==> src/rtl/mem_arb_pkg.sv <==
// Shared types and constants for the two-requester memory port arbiter.
package mem_arb_pkg;

    typedef enum logic [1:0] {
        IDLE = 2'd0,
        OWN0 = 2'd1,
        OWN1 = 2'd2
    } arb_state_t;

    localparam logic REQ_ACC  = 1'b0;
    localparam logic REQ_UART = 1'b1;

    // Control half of a requester bundle; address/data widths live in the arbiter.
    typedef struct packed {
        logic req;
        logic we;
    } req_ctrl_t;

    function automatic arb_state_t own_state(input logic id);
        return id ? OWN1 : OWN0;
    endfunction

endpackage

==> src/rtl/mem_port_arbiter.sv <==
// Round-robin, burst-bounded arbiter sharing one single-port synchronous memory
// between the accelerator (requester 0) and the UART controller (requester 1).
module mem_port_arbiter
    import mem_arb_pkg::*;
#(
    parameter int unsigned ADDR_WIDTH = 16,
    parameter int unsigned DATA_WIDTH = 32,
    parameter int unsigned MAX_BURST  = 16
) (
    input  logic                  clk,
    input  logic                  reset,
    input  logic                  r0_req,
    input  logic                  r0_we,
    input  logic [ADDR_WIDTH-1:0] r0_addr,
    input  logic [DATA_WIDTH-1:0] r0_wdata,
    output logic                  r0_gnt,
    output logic                  r0_rvalid,
    output logic [DATA_WIDTH-1:0] r0_rdata,
    input  logic                  r1_req,
    input  logic                  r1_we,
    input  logic [ADDR_WIDTH-1:0] r1_addr,
    input  logic [DATA_WIDTH-1:0] r1_wdata,
    output logic                  r1_gnt,
    output logic                  r1_rvalid,
    output logic [DATA_WIDTH-1:0] r1_rdata,
    output logic                  mem_en,
    output logic                  mem_we,
    output logic [ADDR_WIDTH-1:0] mem_addr,
    output logic [DATA_WIDTH-1:0] mem_dw,
    input  logic [DATA_WIDTH-1:0] mem_dr
);

    localparam int unsigned CNT_W = $clog2(MAX_BURST + 1);
    localparam logic [CNT_W-1:0] BURST_MAX = CNT_W'(MAX_BURST);

    typedef struct packed {
        req_ctrl_t             ctrl;
        logic [ADDR_WIDTH-1:0] addr;
        logic [DATA_WIDTH-1:0] wdata;
    } req_bundle_t;

    req_bundle_t rq [2];

    assign rq[0] = {r0_req, r0_we, r0_addr, r0_wdata};
    assign rq[1] = {r1_req, r1_we, r1_addr, r1_wdata};

    arb_state_t       state_q, state_d;
    logic             last_q, last_d;
    logic [CNT_W-1:0] cnt_q, cnt_d;
    logic             tag_valid_q, tag_valid_d;
    logic             tag_id_q, tag_id_d;

    logic gnt_any;
    logic sel;
    logic owner;

    always_comb begin
        gnt_any = 1'b0;
        sel     = REQ_ACC;
        owner   = (state_q == OWN1);
        case (state_q)
            IDLE: begin
                if (r0_req && r1_req) begin
                    gnt_any = 1'b1;
                    sel     = ~last_q;
                end else if (r0_req || r1_req) begin
                    gnt_any = 1'b1;
                    sel     = r1_req;
                end
            end
            OWN0, OWN1: begin
                if (rq[owner].ctrl.req) begin
                    gnt_any = 1'b1;
                    // Hand over only once the owner has used its burst and the other waits.
                    sel = (rq[~owner].ctrl.req && cnt_q >= BURST_MAX) ? ~owner : owner;
                end else if (rq[~owner].ctrl.req) begin
                    gnt_any = 1'b1;
                    sel     = ~owner;
                end
            end
            default: ;
        endcase
    end

    always_comb begin
        state_d     = state_q;
        cnt_d       = cnt_q;
        last_d      = last_q;
        tag_valid_d = gnt_any & ~rq[sel].ctrl.we;
        tag_id_d    = sel;
        if (!gnt_any) begin
            state_d = IDLE;
            cnt_d   = '0;
        end else if (state_q == own_state(sel)) begin
            if (cnt_q != BURST_MAX) begin
                cnt_d = cnt_q + CNT_W'(1);
            end
        end else begin
            state_d = own_state(sel);
            cnt_d   = CNT_W'(1);
            last_d  = sel;
        end
    end

    always_ff @(posedge clk) begin
        if (reset) begin
            state_q     <= IDLE;
            last_q      <= 1'b1;
            cnt_q       <= '0;
            tag_valid_q <= 1'b0;
            tag_id_q    <= 1'b0;
        end else begin
            state_q     <= state_d;
            last_q      <= last_d;
            cnt_q       <= cnt_d;
            tag_valid_q <= tag_valid_d;
            tag_id_q    <= tag_id_d;
        end
    end

    always_comb begin
        r0_gnt    = ~reset & gnt_any & (sel == REQ_ACC);
        r1_gnt    = ~reset & gnt_any & (sel == REQ_UART);
        mem_en    = ~reset & gnt_any;
        mem_we    = ~reset & gnt_any & rq[sel].ctrl.we;
        mem_addr  = rq[sel].addr;
        mem_dw    = rq[sel].wdata;
        r0_rvalid = ~reset & tag_valid_q & (tag_id_q == REQ_ACC);
        r1_rvalid = ~reset & tag_valid_q & (tag_id_q == REQ_UART);
        r0_rdata  = mem_dr;
        r1_rdata  = mem_dr;
    end

endmodule

==> config.mk <==
export PLATFORM = sky130hd
export DESIGN_NAME = mem_port_arbiter
export DESIGN_NICKNAME = d
export VERILOG_FILES = /design/src/rtl/mem_arb_pkg.sv /design/src/rtl/mem_port_arbiter.sv
export SDC_FILE = /design/constraint.sdc
export NUM_CORES = 1
export LEC_CHECK = 0
export ABC_AREA = 1
export CAP_MARGIN = 20
export CORE_AREA = 2 2 98 100
export DETAILED_ROUTE_END_ITERATION = 7
export DIE_AREA = 0 0 100 102
export PLACE_DENSITY_LB_ADDON = 0.12
export SLEW_MARGIN = 15
export SYNTH_ARGS = -nofsm -noshare
export SYNTH_HDL_FRONTEND = slang
export SYNTH_SLANG_ARGS = --single-unit
==> constraint.sdc <==
create_clock -name clk -period 2.08 [get_ports clk]
set_input_delay 0.416 -clock clk [delete_from_list [all_inputs] [get_ports clk]]
set_output_delay 0.416 -clock clk [all_outputs]
set_load 0.01 [all_outputs]
**After elaboration in Yosys (flattened, before gate mapping)**

Index checks and enable logic that the tools add are counted.

- Bitwise logic cells: 19
- Add/sub/neg operators: 1
- Magnitude comparators: 4
- Equality and inequality tests: 5
- Muxes and demuxes: 23
- Reductions and logical operators: 8

Operator list:

| cell | count |
|---|---|
| 2-to-1 mux 50 bit | 6 |
| 2-to-1 mux 49 bit | 3 |
| 2-to-1 mux 1 bit | 11 |
| AND 1 bit | 8 |
| inverter 1 bit | 8 |
| >= comparator 2 bit (second input constant) | 3 |
| inverter 1 -> 2 bit | 3 |
| adder 5 x 1 -> 5 bit (second input constant) | 1 |
| >= comparator 5 bit (second input constant) | 1 |
| inequality test 5 bit (second input constant) | 1 |
| one-hot mux 1 bit (2 select lines) | 2 |
| OR reduction 2 bit | 2 |
| OR reduction 3 bit | 1 |
| equality test 2 x 1 -> 1 bit (second input constant) | 1 |
| equality test 2 bit | 1 |
| equality test 2 bit (second input constant) | 1 |
| logical AND 1 bit | 2 |
| logical NOT 2 bit | 1 |
| 2-to-1 mux 2 bit | 1 |
| inequality test 2 x 1 -> 1 bit (second input constant) | 1 |
| AND reduction 2 bit | 1 |
| logical OR 1 bit | 1 |

- Bits in registers: 10
- Output and inout bits: 118

**Depth between registers and ports, before layout**

- Depth in word-level cells: 16
- Depth in mapped cells: 12
- Mapped depth without buffers: 12

**Worst setup path before layout**

No wires, ideal clock.

- Path type: reg-to-output
- Start: register state_q[0]
- End: output port mem_we
- Setup slack: 0.299 ns
- Arrival time: 1.365 ns
- Path buffers: 0
- Stages on the path, launching flop included: 12
- Data required time: 1.664 ns
- Cell sequence: dfxtp_1 inv_1 ha_1 inv_1 nand2_1 nand3_1 nand2_1 nand2_4 nand2_8 inv_4 nand2_1 a21oi_1

- Longest elaborated chain between the ends: 15

RTL lines:

| what | RTL line | RTL |
|---|---|---|
| start: declaration | mem_port_arbiter.sv:47 | `arb_state_t state_q, state_d;` |
| start signal: assignment | mem_port_arbiter.sv:113 | `state_q <= state_d;` |
| equality test 2 bit | mem_port_arbiter.sv:60, mem_port_arbiter.sv:61 |  |
| inverter 1 bit | mem_port_arbiter.sv:75, mem_port_arbiter.sv:76, mem_port_arbiter.sv:78 |  |
| inverter 1 -> 2 bit | mem_port_arbiter.sv:75, mem_port_arbiter.sv:76 |  |
| 2-to-1 mux 50 bit (not written as such) (3 in series) | mem_port_arbiter.sv:75, mem_port_arbiter.sv:76 |  |
| logical AND 1 bit | mem_port_arbiter.sv:75 | `sel = (rq[~owner].ctrl.req && cnt_q >= BURST_MAX) ? ~owner : owner;` |
| 2-to-1 mux 1 bit | mem_port_arbiter.sv:75 |  |
| 2-to-1 mux 1 bit | mem_port_arbiter.sv:72 | `if (rq[owner].ctrl.req) begin` |
| one-hot mux 1 bit (2 select lines) | mem_port_arbiter.sv:61 | `case (state_q)` |
| inverter 1 -> 2 bit (not written as such) | mem_port_arbiter.sv:125 | `mem_we = ~reset & gnt_any & rq[sel].ctrl.we;` |
| 2-to-1 mux 49 bit (3 in series) | - |  |
| AND 1 bit * | mem_port_arbiter.sv:125 |  |
| end: declaration | mem_port_arbiter.sv:27 | `output logic mem_we,` |

Every way passes the cells marked *; elsewhere a longest branch is shown, timed or not. The select of a mux whose other input is x is not followed.

**Worst setup path after layout**

- Start: register state_q[1]
- End: output port mem_dw[13]

- Longest elaborated chain between the ends: 14

RTL lines:

| what | RTL line | RTL |
|---|---|---|
| equality test 2 bit | mem_port_arbiter.sv:60, mem_port_arbiter.sv:61 |  |
| inverter 1 bit | mem_port_arbiter.sv:75, mem_port_arbiter.sv:76, mem_port_arbiter.sv:78 |  |
| inverter 1 -> 2 bit | mem_port_arbiter.sv:75, mem_port_arbiter.sv:76 |  |
| 2-to-1 mux 50 bit (not written as such) (3 in series) | mem_port_arbiter.sv:75, mem_port_arbiter.sv:76 |  |
| logical AND 1 bit | mem_port_arbiter.sv:75 |  |
| 2-to-1 mux 1 bit | mem_port_arbiter.sv:75 |  |
| 2-to-1 mux 1 bit | mem_port_arbiter.sv:72 |  |
| one-hot mux 1 bit (2 select lines) * | mem_port_arbiter.sv:61 |  |
| inverter 1 -> 2 bit (not written as such) * | mem_port_arbiter.sv:127 | `mem_dw = rq[sel].wdata;` |
| 2-to-1 mux 49 bit (not written as such) * (3 in series) | mem_port_arbiter.sv:127 |  |
| end: declaration | mem_port_arbiter.sv:29 | `output logic [DATA_WIDTH-1:0] mem_dw,` |

Marks and branches as above.

==> metrics.txt <==
failing checks setup timing; Max VDD drop 0.0002116 V; final setup fails 36; f_max 469.7 MHz; share of the synthesized area in the top cell type 0.3610; Overflow after GRT 0; clock-pin slew on the worst setup and hold paths 50 ps; Hold Path Class flop to flop; Arr. time, crit path 1710 ps; Pins Over Slew Limit 0; maximum net fanout on the critical path 8; first-pass GRT wire length 9735 um; setup_tns -1014 ps; commonest cells after routing, fill and taps aside nand2_1 (100), clkdlybuf4s50_1 (99), nand2_2 (46); DR pass1 iterations 4; fin util 0.3830; ant diodes 0; RSZ-0062 raised after global routing yes; relative slew slack 0.8824; DRC Markers 0; max-cap violations 0; Total Routed Length 6964 um; Clk Latency, worst-skew pair 230 ps; initial core utilization 0.1872; count of cell types in the netlist 17; Mapped Nets 443; Flop pwr share 0.122; Iter 0 DRT Violations 31; Post-synth EDFFs 0; Cells after DPL 521; Gate Count Post-Synth 304; Synthesis Warnings 0; Net Switching 0.7393 mW; CTS tree yes; worst-margin pin slew 175.8 ps; status finished with violations; final worst path period need 2129 ps; Sw Ratio 0.3945; Rows 35; power per cell area 537.2 nW/um^2; post-synth top area cell nand2_1; main flop type after synthesis dfxtp_1; syn_area_per_cell 5.610 sq um; Crit. End Element primary output; post-synthesis sequential area ratio 0.1174; Tcrit/Tclk final 1.024; Synth async-reset ratio 0; largest net degree at the start of global routing 18; Die Area 10200 sq um; Vias 2123; Layout area overhead 104.5%; internal power 1.135 mW; Fin. Hold Viols 0; Final nets 566; Synth Register Bits 10; Buffers on Ports 155; slack of the critical path -49.24 ps; Die Y 102 um; H-tree Lvls 1; Required @ worst endpoint 1660 ps; Via density 3.961; initial antenna violation count 0; Comb pwr share 0.773; Pleak 1.717 nW; vias in the first global route 2059; Clk network pwr share 0.105; I/O Pins 252; clk buf depth 2; core area 9109 sq um; Num CTS Buffers 3; critical path class flop to primary output; most common cell after layout, fill and taps aside nand2_1; Post-Syn Area 1705 sq um; largest cells by area after synthesis nand2_1 (36%), buf_4 (30%), dfxtp_1 (12%); Placement Setup Slack -582.7 ps; clk_skew 1.922 ps; Root Driver clkbuf_8; post-DP HPWL 5313 um; width of the chip 100 um; worst hold slack 469.4 ps; share of layout cells above drive strength 1 0.4047; startpoint types flop; wire per inst 12.99 um; Routed Antenna Nets 0; fin cells 536; gp weighted congestion 0.7551; Clock Sinks 10; Tot GR Track Use 0.1174
kinds of logic after synthesis:
| logic type | share of synthesized area |
|---|---|
| AND/OR/NAND/NOR | 0.4475 |
| buffers and inverters | 0.3734 |
| flip-flops | 0.1174 |
| adder cells (fa/ha/maj) | 0.03668 |
| AO/OA/AOI/OAI | 0.009535 |
| XOR/XNOR | 0.01541 |
critical path, cell delays in order, from the launching register on:
cell	delay, ps
dfxtp_4	370
inv_2	60
ha_4	270
nand2_2	60
nand2_4	80
nand2_8	80
buf_12	160
clkbuf_16	160
nand2_1	50
nand2_1	40
buf_2	130
power groups by stage:
stage / clock network, mW / logic (mW) / registers [mW]
4_1_cts: 0.204 / 1.23 / 0.228
6_report: 0.197 / 1.45 / 0.228
3_5_place_dp: 0 / 1.24 / 0.228
3_3_place_gp: 0 / 1.25 / 0.227
2_1_floorplan: 0 / 0.628 / 0.224
5_1_grt: 0.215 / 1.58 / 0.231
state kept, by name (all words and copies together) (netlist names):
signal / count
cnt_q: 5
tag_id_q: 1
last_q: 1
tag_valid_q: 1
state_q: 2
final cells by class:
| type | instances | area (sq um) |
|---|---|---|
| Clock buffer | 3 | 41.29 |
| Timing Repair Buffer | 192 | 1866 |
| Tap cell | 111 | 138.9 |
| Inverter | 16 | 75.07 |
| Fill cell | 977 | 5620 |
| Multi-Input combinational cell | 204 | 1162 |
| Sequential cell | 10 | 205.2 |
layer usage:
metal  vias up  wire length (um)  global-route usage
li1       1085                 -                   -
met1       892              2580              0.1348
met2       116              3429              0.2006
met3        30               682             0.03352
met4         0               273             0.05901
met5         -                 0                   0
stage by stage:
step | instance area (sq um) | power [mW]
floorplan | 1705 | 0.8525
global placement | 3072 | 1.473
detailed placement | 3072 | 1.467
CTS | 3102 | 1.659
global route | 3488 | 2.028
finish | 3488 | 1.874
path summary, 6_finish.rpt:
check	start	endpoint	slack [ps]	cells after the start
worst min-delay path	last_q	last_q	470	2
worst min register to register	last_q	last_q	470	2
worst max register to register	state_q[0]	tag_valid_q	450	14
worst max-delay path	state_q[1]	mem_dw[13]	-50	10
synthesized netlist by cell type, types with 3 or more instances:
library cell and n:
inv_1 15, nand3_1 7, nor2_1 18, xor2_1 3, buf_4 69, dfxtp_1 10
ha_1 5, nand2_1 164, buf_6 5
what timing repair did:
item                       in CTS  in global routing
buffers inserted                7                  0
hold buffers                    0                  0
cloned                          1                  4
setup endpoints to repair      54                 52
pin swaps                      18                 26
resized for setup             256                 85
Note: power is estimated with default switching activity, not from simulation.
